===== config.mk =====
export PLATFORM = sky130hd
export DESIGN_NAME = fir_ctrl_flat
export DESIGN_NICKNAME = d
export VERILOG_FILES = /design/src/rtl/fir_ctrl_if.sv /design/src/rtl/fir_ctrl.sv /design/src/flat_wrapper.sv
export SDC_FILE = /design/constraint.sdc
export NUM_CORES = 1
export LEC_CHECK = 0
export BUFFER_PORTS_ARGS = -buffer_cell sky130_fd_sc_hd__buf_2
export CAP_MARGIN = 20
export CORE_MARGIN = 5
export CORE_UTILIZATION = 45
export DETAILED_ROUTE_END_ITERATION = 8
export PLACE_DENSITY = 0.76
export SLEW_MARGIN = 20
export SYNTH_ARGS = -nofsm -noshare
export SYNTH_HDL_FRONTEND = slang
export SYNTH_SLANG_ARGS = --single-unit
export TNS_END_PERCENT = 1

===== constraint.sdc =====
create_clock -name clk -period 1.7 [get_ports clk]
set_input_delay 0.34 -clock clk [delete_from_list [all_inputs] [get_ports clk]]
set_output_delay 0.34 -clock clk [all_outputs]
set_load 0.005 [all_outputs]

===== src/rtl/fir_ctrl_if.sv =====
// Command, sample, coefficient, shift and result signals of the FIR sequencer.
// slave is the sequencer side; master is the pin/FIR-core side that drives commands, samples and y_in.
interface fir_ctrl_if #(
  parameter int SIZE      = 8,
  parameter int NUM_COEFF = 4
);
  localparam int IW = $clog2(NUM_COEFF);

  logic [7:0]      cmd_in;
  logic            cmd_valid;
  logic            cmd_ready;
  logic [SIZE-1:0] smp_in;
  logic            smp_valid;
  logic            smp_ready;
  logic [SIZE-1:0] coeff_data;
  logic [IW-1:0]   coeff_sel;
  logic            coeff_we;
  logic            shift_en;
  logic [SIZE-1:0] shift_data;
  logic [SIZE-1:0] y_in;
  logic [SIZE-1:0] y_out;
  logic            y_valid;
  logic            busy;

  modport slave (
    input  cmd_in, cmd_valid, smp_in, smp_valid, y_in,
    output cmd_ready, smp_ready, coeff_data, coeff_sel, coeff_we,
           shift_en, shift_data, y_out, y_valid, busy
  );

  modport master (
    output cmd_in, cmd_valid, smp_in, smp_valid, y_in,
    input  cmd_ready, smp_ready, coeff_data, coeff_sel, coeff_we,
           shift_en, shift_data, y_out, y_valid, busy
  );
endinterface


===== src/rtl/fir_ctrl.sv =====
// Byte-command sequencer for the FIR coefficient bank, delay line and result strobe; writes/shifts one cycle
// after acceptance, y_valid LATENCY+1 later; ready is state-only. FIR_CTRL_WARMUP_EN hides warm-up results.
module fir_ctrl #(
  parameter int SIZE      = 8,
  parameter int NUM_COEFF = 4,
  parameter int LATENCY   = 1
) (
  input logic       clk,
  input logic       rst_n,
  fir_ctrl_if.slave bus
);
  localparam int            IW        = $clog2(NUM_COEFF);
  localparam logic [IW-1:0] LAST      = IW'(NUM_COEFF - 1);
  localparam logic [7:0]    CMD_LOAD  = 8'h01;
  localparam logic [7:0]    CMD_START = 8'h02;
  localparam logic [7:0]    CMD_STOP  = 8'h03;
  localparam logic [7:0]    CMD_FLUSH = 8'h04;

  typedef enum logic [1:0] {IDLE, LOAD, RUN, FLUSH} state_t;

  state_t          r_state, w_state_nxt;
  logic [IW-1:0]   r_idx, w_idx_nxt;
  logic            w_cmd_ready, w_smp_ready, w_cmd_acc, w_smp_acc;
  logic            w_coeff_we, w_shift_en;
  logic [SIZE-1:0] w_shift_data;
  logic            r_coeff_we, r_shift_en, r_y_valid;
  logic [IW-1:0]   r_coeff_sel;
  logic [SIZE-1:0] r_coeff_data, r_shift_data, r_y_out;
  logic [LATENCY-1:0] r_pipe;
  logic            w_res, w_res_vld;

  assign w_cmd_ready = (r_state != FLUSH);
  assign w_smp_ready = (r_state == RUN);
  assign w_cmd_acc   = bus.cmd_valid & w_cmd_ready;
  assign w_smp_acc   = bus.smp_valid & w_smp_ready;

  always_ff @(posedge clk or negedge rst_n) begin
    if (!rst_n) begin
      r_state <= IDLE;
      r_idx   <= '0;
    end else begin
      r_state <= w_state_nxt;
      r_idx   <= w_idx_nxt;
    end
  end

  // The index doubles as the LOAD coefficient pointer and the FLUSH cycle counter.
  always_comb begin
    w_state_nxt = r_state;
    w_idx_nxt   = r_idx;
    case (r_state)
      IDLE: begin
        if (w_cmd_acc) begin
          case (bus.cmd_in)
            CMD_LOAD:  begin w_state_nxt = LOAD;  w_idx_nxt = '0; end
            CMD_START: w_state_nxt = RUN;
            CMD_FLUSH: begin w_state_nxt = FLUSH; w_idx_nxt = '0; end
            default:   ;
          endcase
        end
      end
      LOAD: begin
        if (w_cmd_acc) begin
          w_idx_nxt = r_idx + 1'b1;
          if (r_idx == LAST) w_state_nxt = IDLE;
        end
      end
      RUN: begin
        if (w_cmd_acc && bus.cmd_in == CMD_STOP) w_state_nxt = IDLE;
      end
      FLUSH: begin
        w_idx_nxt = r_idx + 1'b1;
        if (r_idx == LAST) w_state_nxt = IDLE;
      end
      default: w_state_nxt = IDLE;
    endcase
  end

  // The first flush shift is launched from IDLE so the zero shifts land in T+1 .. T+NUM_COEFF.
  always_comb begin
    w_coeff_we   = 1'b0;
    w_shift_en   = 1'b0;
    w_shift_data = '0;
    case (r_state)
      IDLE:  w_shift_en = w_cmd_acc && (bus.cmd_in == CMD_FLUSH);
      LOAD:  w_coeff_we = w_cmd_acc;
      RUN: begin
        w_shift_en   = w_smp_acc;
        w_shift_data = bus.smp_in;
      end
      FLUSH: w_shift_en = (r_idx != LAST);
      default: ;
    endcase
  end

  always_ff @(posedge clk or negedge rst_n) begin
    if (!rst_n) begin
      r_coeff_we   <= 1'b0;
      r_shift_en   <= 1'b0;
      r_y_valid    <= 1'b0;
      r_coeff_sel  <= '0;
      r_coeff_data <= '0;
      r_shift_data <= '0;
      r_y_out      <= '0;
    end else begin
      r_coeff_we <= w_coeff_we;
      r_shift_en <= w_shift_en;
      r_y_valid  <= w_res_vld;
      if (w_coeff_we) begin
        r_coeff_sel  <= r_idx;
        r_coeff_data <= SIZE'(bus.cmd_in);
      end
      if (w_shift_en) r_shift_data <= w_shift_data;
      if (w_res)      r_y_out      <= bus.y_in;
    end
  end

  always_ff @(posedge clk or negedge rst_n) begin
    if (!rst_n) begin
      r_pipe <= '0;
    end else begin
      r_pipe[0] <= r_shift_en;
      for (int i = 1; i < LATENCY; i++) r_pipe[i] <= r_pipe[i-1];
    end
  end

  assign w_res = r_pipe[LATENCY-1];

`ifdef FIR_CTRL_WARMUP_EN
  logic          w_start, w_flush_done;
  logic [IW-1:0] r_warm;

  assign w_start      = (r_state == IDLE) && w_cmd_acc && (bus.cmd_in == CMD_START);
  assign w_flush_done = (r_state == FLUSH) && (r_idx == LAST);

  // Saturates once the delay line holds only post-START samples.
  always_ff @(posedge clk or negedge rst_n) begin
    if (!rst_n)                        r_warm <= '0;
    else if (w_start || w_flush_done)  r_warm <= '0;
    else if (w_res && r_warm != LAST)  r_warm <= r_warm + 1'b1;
  end

  assign w_res_vld = w_res && (r_warm == LAST);
`else
  assign w_res_vld = w_res;
`endif

  assign bus.cmd_ready  = w_cmd_ready;
  assign bus.smp_ready  = w_smp_ready;
  assign bus.coeff_we   = r_coeff_we;
  assign bus.coeff_sel  = r_coeff_sel;
  assign bus.coeff_data = r_coeff_data;
  assign bus.shift_en   = r_shift_en;
  assign bus.shift_data = r_shift_data;
  assign bus.y_out      = r_y_out;
  assign bus.y_valid    = r_y_valid;
  assign bus.busy       = (r_state != IDLE) || r_shift_en || (|r_pipe) || r_y_valid;
endmodule


===== src/flat_wrapper.sv =====
// flat-port wrapper written by rule: the top's interface ports become plain ports
module fir_ctrl_flat 
#(
  parameter int SIZE      = 8,
  parameter int NUM_COEFF = 4,
  parameter int LATENCY   = 1
)
  (clk, rst_n, bus_cmd_in, bus_cmd_valid, bus_smp_in, bus_smp_valid, bus_y_in, bus_cmd_ready, bus_smp_ready, bus_coeff_data, bus_coeff_sel, bus_coeff_we, bus_shift_en, bus_shift_data, bus_y_out, bus_y_valid, bus_busy);
  fir_ctrl_if #(.SIZE(SIZE), .NUM_COEFF(NUM_COEFF)) bus_i ();
  input logic clk;
  input logic rst_n;
  input wire logic [$bits(bus_i.cmd_in)-1:0] bus_cmd_in;
  input wire logic [$bits(bus_i.cmd_valid)-1:0] bus_cmd_valid;
  input wire logic [$bits(bus_i.smp_in)-1:0] bus_smp_in;
  input wire logic [$bits(bus_i.smp_valid)-1:0] bus_smp_valid;
  input wire logic [$bits(bus_i.y_in)-1:0] bus_y_in;
  output wire logic [$bits(bus_i.cmd_ready)-1:0] bus_cmd_ready;
  output wire logic [$bits(bus_i.smp_ready)-1:0] bus_smp_ready;
  output wire logic [$bits(bus_i.coeff_data)-1:0] bus_coeff_data;
  output wire logic [$bits(bus_i.coeff_sel)-1:0] bus_coeff_sel;
  output wire logic [$bits(bus_i.coeff_we)-1:0] bus_coeff_we;
  output wire logic [$bits(bus_i.shift_en)-1:0] bus_shift_en;
  output wire logic [$bits(bus_i.shift_data)-1:0] bus_shift_data;
  output wire logic [$bits(bus_i.y_out)-1:0] bus_y_out;
  output wire logic [$bits(bus_i.y_valid)-1:0] bus_y_valid;
  output wire logic [$bits(bus_i.busy)-1:0] bus_busy;
  assign bus_i.cmd_in = bus_cmd_in;
  assign bus_i.cmd_valid = bus_cmd_valid;
  assign bus_i.smp_in = bus_smp_in;
  assign bus_i.smp_valid = bus_smp_valid;
  assign bus_i.y_in = bus_y_in;
  assign bus_cmd_ready = bus_i.cmd_ready;
  assign bus_smp_ready = bus_i.smp_ready;
  assign bus_coeff_data = bus_i.coeff_data;
  assign bus_coeff_sel = bus_i.coeff_sel;
  assign bus_coeff_we = bus_i.coeff_we;
  assign bus_shift_en = bus_i.shift_en;
  assign bus_shift_data = bus_i.shift_data;
  assign bus_y_out = bus_i.y_out;
  assign bus_y_valid = bus_i.y_valid;
  assign bus_busy = bus_i.busy;
  fir_ctrl #(.SIZE(SIZE), .NUM_COEFF(NUM_COEFF), .LATENCY(LATENCY)) u_core (.clk(clk), .rst_n(rst_n), .bus(bus_i));
endmodule

Word level (Yosys, flattened, before mapping)

Index checks and enable logic that the tools add are counted.

Memories: 0
Input port bits: 28
Bits in registers: 34
Bits in latches: 0
Output and inout bits: 32
Memory bits (writable): 0
Memory bits (read-only): 0
Logic and storage cells: 52

Reduce and logical (&&, ||, !) cells: 11
Add/sub/neg operators: 1
Bitwise gates (word level): 2
Shift-type cells: 0
$lt $le $gt $ge: 0
$mul: 0
Multiplexer cells: 13
Div/mod/pow operators: 0
Eq/ne operators: 15

Operators with widths:

| kind                                                   | count |
|---|---|
| equality test 8 x 2 -> 1 bit (second input constant)   | 2 |
| 2-to-1 mux 2 bit                                       | 7 |
| one-hot mux 2 bit (3 select lines)                     | 2 |
| equality test 8 x 1 -> 1 bit (second input constant)   | 1 |
| equality test 8 x 3 -> 1 bit (second input constant)   | 1 |
| 2-to-1 mux 8 bit                                       | 1 |
| inequality test 2 bit (second input constant)          | 4 |
| one-hot mux 2 bit (4 select lines)                     | 1 |
| AND reduction 4 bit                                    | 2 |
| equality test 2 bit (second input constant)            | 3 |
| inequality test 2 x 1 -> 1 bit (second input constant) | 2 |
| inequality test 4 x 3 -> 1 bit (second input constant) | 1 |
| logical OR 1 bit                                       | 3 |
| one-hot mux 1 bit (3 select lines)                     | 1 |
| nonzero test 3 bit                                     | 1 |
| adder 2 x 1 -> 2 bit (second input constant)           | 1 |
| AND 1 bit                                              | 2 |
| equality test 2 x 1 -> 1 bit (second input constant)   | 1 |
| logical AND 1 bit                                      | 2 |
| logical NOT 2 bit                                      | 1 |
| nonzero test 2 bit                                     | 1 |
| OR reduction 2 bit                                     | 1 |
| 2-to-1 mux 1 bit                                       | 1 |

Depth between registers and ports, before layout

Depth in word-level cells: 5
Depth in mapped cells: 6
Mapped depth without buffers: 5

Least setup slack after synthesis

Ideal clock, no wire load.

Path type: input port to flip-flop
From: in bus_cmd_in[5]
To: reg u_core.r_shift_data[0] (netlist: u_core.bus.shift_data[0])
Slack: 0.177 ns
Data arrival time: 1.402 ns
Stages: 5
Cell sequence: nor4_4 -> nand3_2 -> o41a_1 -> buf_6 -> a22o_1

Cells in the longest elaborated chain, start to end: 3

Ends and longest elaborated chain:

| what                               | RTL line           | source |
|---|---|---|
| from (decl)                        | flat_wrapper.sv:12 | `input wire logic [$bits(bus_i.cmd_in)-1:0] bus_cmd_in;` |
| equality test 8 x 3 -> 1 bit       | fir_ctrl.sv:85     | `IDLE: w_shift_en = w_cmd_acc && (bus.cmd_in == CMD_FLUSH);` |
| logical AND 1 bit                  | fir_ctrl.sv:85     |  |
| one-hot mux 1 bit (3 select lines) | fir_ctrl.sv:84     | `case (r_state)` |
| to (signal assigned)               | fir_ctrl.sv:113    | `if (w_shift_en) r_shift_data <= w_shift_data;` |
| to (decl)                          | fir_ctrl.sv:28     | `logic [SIZE-1:0] r_coeff_data, r_shift_data, r_y_out;` |

Every way passes these cells.
A chain may end at the register's enable or synchronous reset.

Worst setup path after layout

From: reg u_core.r_state[0]
To: reg u_core.r_shift_data[0] (netlist: u_core.bus.shift_data[0])

Cells in the longest elaborated chain, start to end: 4

Ends and longest elaborated chain:

| what                               | RTL line       | source |
|---|---|---|
| from (decl)                        | fir_ctrl.sv:21 | `state_t r_state, w_state_nxt;` |
| from (signal assigned)             | fir_ctrl.sv:42 | `r_state <= w_state_nxt;` |
| inequality test 2 bit              | fir_ctrl.sv:32 | `assign w_cmd_ready = (r_state != FLUSH);` |
| AND 1 bit                          | fir_ctrl.sv:34 | `assign w_cmd_acc = bus.cmd_valid & w_cmd_ready;` |
| logical AND 1 bit                  | fir_ctrl.sv:85 |  |
| one-hot mux 1 bit (3 select lines) | fir_ctrl.sv:84 |  |

Parallel ways exist; a longest one is shown, timed or not.

==> impl_metrics.py <==
metrics = {
    "job": {
        "maxCapViolations": 0,
    },
    "worst_setup_path": {
        "cp_slowest_cell": "dfrtp_1",
        "worst-path-max-fanout": 9,
        "path_cells": "nor2_2 -> nand3_2 -> o41a_1 -> a22o_1",
        "cpLargestDelayFamily": "compound AO/OA/AOI/OAI gates",
        "cp.required_ns": 1.92,
        "slowest_delay_ns": 0.48,
        "crit_arrival_ns": 1.79,
        "crit_path_end_kind": "flop",
        "worstSetupPathType": "reg -> reg",
        "critPathLaunchType": "flop",
        "r2r_cells": 4,
        "path_buf_inv": 0,
        "critical_path_depth": 4,
    },
    "drt": {
        "wl_per_cell_um": 14.4,
        "drtAntennaViolNets": 0,
        "remaining_drc_errors": 0,
        "drt_iter0_markers": 43,
        "via_count": 1103,
        "totalWireLength_um": 3160,
        "via_per_inst": 5.01,
        "firstDrtPassIters": 4,
    },
    "final_layout": {
        "fin_util_pct": 60.7,
        "final_nets": 205,
        "fillers": 254,
        "final_area_um2": 1840,
        "antennaDiodeCount": 0,
        "syn2layout_area_growth_pct": 29.9,
        "layout-drive-gt1-share_pct": 51.7,
    },
    "grt": {
        "globalRouteTotalUtil_pct": 16.9,
        "antenna_found_initial": 0,
        "grt_pass1_vias": 1160,
        "grt_max_degree": 35,
        "overflow": 0,
        "grt_pass1_wl_um": 5400,
    },
    "clock_network": {
        "cts_root_buf": "clkbuf_4",
        "cts.sinks": 34,
        "cts_tree": "yes",
        "clock_path_buffers": 2,
        "clkTransAtPathRegs_ns": 0.10,
        "clk_latency_ns": 0.32,
        "h-tree-depth": 2,
        "cts_buffers": 5,
    },
    "synthesis": {
        "syn_area_um2": 1420,
        "synth_cells": 108,
        "synth-main-ff-cell": "dfrtp_1",
        "ys_async_sr_fraction_pct": 100,
        "synth_common_cells": "dfrtp_1 (34), mux2_2 (13), a22o_1 (8)",
        "synth.avg_cell_area_um2": 13.1,
        "ys_seq_elements": 34,
        "synth_edf_count": 0,
        "synth_top_area_share_pct": 60.1,
        "synth_fp_nets": 137,
        "synth_most_common_cell": "dfrtp_1",
        "synthTopCellsByArea": "dfrtp_1 (60%), mux2_2 (10%), a22o_1 (4.9%)",
        "seq_area_frac_synth_pct": 60.1,
        "ys_types": 33,
        "yosysWarnings": 0,
        "synth_largest_area_cell": "dfrtp_1",
    },
    "floorplanning": {
        "die_x_um": 66.1,
        "io_pins": 60,
        "num_rows": 20,
        "die_y_um": 66.1,
        "design.die.area_um2": 4370,
        "core_area_um2": 3030,
        "start_util_pct": 46.8,
    },
    "pwr": {
        "peakVddDrop_mv": 0.820,
        "p_leak_nw": 0.968,
        "power.density_nw_per_um2": 1280,
        "finalPower_w": 0.00236,
    },
    "timing": {
        "skew_ns": 0.00580,
        "timing.final.crit_period_ns": 1.57,
        "fmax_mhz": 635,
        "maxSlewHeadroom_pct": 50.7,
        "rsz0062_at_grt": "no",
        "slew_violations": 0,
        "finalHoldViolCount": 0,
        "period_share_pct": 92.6,
        "tightestPinTransition_ns": 0.740,
        "setup_viol_count_final": 0,
        "setup_tns_ns": 0,
    },
    "placed_design": {
        "hpwlAfterDp_um": 2470,
        "place.port_buffers": 59,
        "place.gp.congestion": 0.817,
        "placed_cell_area_um2": 1790,
    },
    "worst_hold_path": {
        "worstHoldPathType": "in -> async",
    },
    "outcome": {
        "status": "finished clean",
    },
}
## report_power, final
part	switching, W	leakage, nW	internal (W)	total [W]
Sequential	0.000147	0.437	0.00106	0.00120
Clock	0.000248	0.0254	0.000156	0.000404
Combinational	0.000321	0.506	0.000432	0.000754
## cell families after synthesis
kind of cell	synth area share, %
AO/OA/AOI/OAI	9.01
XOR/XNOR	1.24
adder cells (fa/ha/maj)	0.883
buffers and inverters	3.36
flip-flops	60.1
multiplexers	13.4
AND/OR/NAND/NOR	12.0
## layout by cell type, fill, tap and decap left out, types with 2 or more instances in the layout
master and n:
buf_2 59, dfrtp_1 33, mux2_2 13, a22o_1 8, buf_4 8, nand2_1 6, nor3_1 5, clkbuf_4 5
o21ai_0 4, nor2_1 3, mux2_1 3, inv_1 2, nor2b_1 2, xnor2_1 2, or3_1 2, clkbuf_1 2
## through the flow
step	std cells	hold slack (ns)	setup WS (ns)
finish	220	0.0654	0.126
global route	220	0.0943	0.0167
CTS	220	0.0775	0.0556
detailed placement	213	0.421	-0.0679
global placement	213	0.401	-0.0455
floorplan	108	0.0444	0.177
## worst reg2reg max path, stage by stage (launching register included)
cell,delay [ns]
dfrtp_1,0.48
nor2_2,0.15
nand3_2,0.10
o41a_1,0.46
a22o_1,0.29
## final cells by class
class / count / area, um2 / area share [%]
clock buffers: 7 / 45.0 / 2.45
repair buffers: 67 / 355 / 19.3
multi-input cells: 65 / 520 / 28.3
inverters: 3 / 11.3 / 0.612
flip-flops and latches: 34 / 852 / 46.3
well taps: 44 / 55.1 / 2.99
## timing repair
action | in CTS | in global routing
hold buffers | 0 | 0
endpoints found under the setup margin | 0 | 2
buffers inserted | 0 | 0
resized for setup | 0 | 2
## registers in the layout, summed over array words and instances, names as in the netlist
register               flops
u_core.bus.coeff_data      8
u_core.bus.coeff_sel       2
u_core.bus.coeff_we        1
u_core.bus.shift_data      8
u_core.bus.shift_en        1
u_core.bus.y_out           8
u_core.bus.y_valid         1
u_core.r_idx               2
u_core.r_pipe              1
u_core.r_state             2
## metal layers
| layer | up-vias | routed length (um) | track usage, % |
|---|---|---|---|
| met5 | - | 0 | 0 |
| met4 | 0 | 24 | 7.11 |
| met3 | 2 | 243 | 7.31 |
| met2 | 50 | 1590 | 26.6 |
| met1 | 529 | 1300 | 20.0 |
| li1 | 522 | - | - |
## final timing paths
check | from | endpoint | slack, ns
min reg2reg | u_core.bus.shift_en$_DFF_PN0_ | u_core.r_pipe$_DFF_PN0_ | 0.44
max | u_core.r_state[0]$_DFFE_PN0P_ | u_core.bus.shift_data[0]$_DFFE_PN0P_ | 0.13
min | rst_n | u_core.bus.coeff_data[2]$_DFFE_PN0P_ | 0.07
min in group clk | bus_smp_in[1] | u_core.bus.shift_data[1]$_DFFE_PN0P_ | 0.22
max in group asynchronous | rst_n | u_core.r_pipe$_DFF_PN0_ | 1.12
max reg2reg | u_core.r_state[0]$_DFFE_PN0P_ | u_core.bus.shift_data[0]$_DFFE_PN0P_ | 0.13
Note: power is estimated with default switching activity, not from simulation.
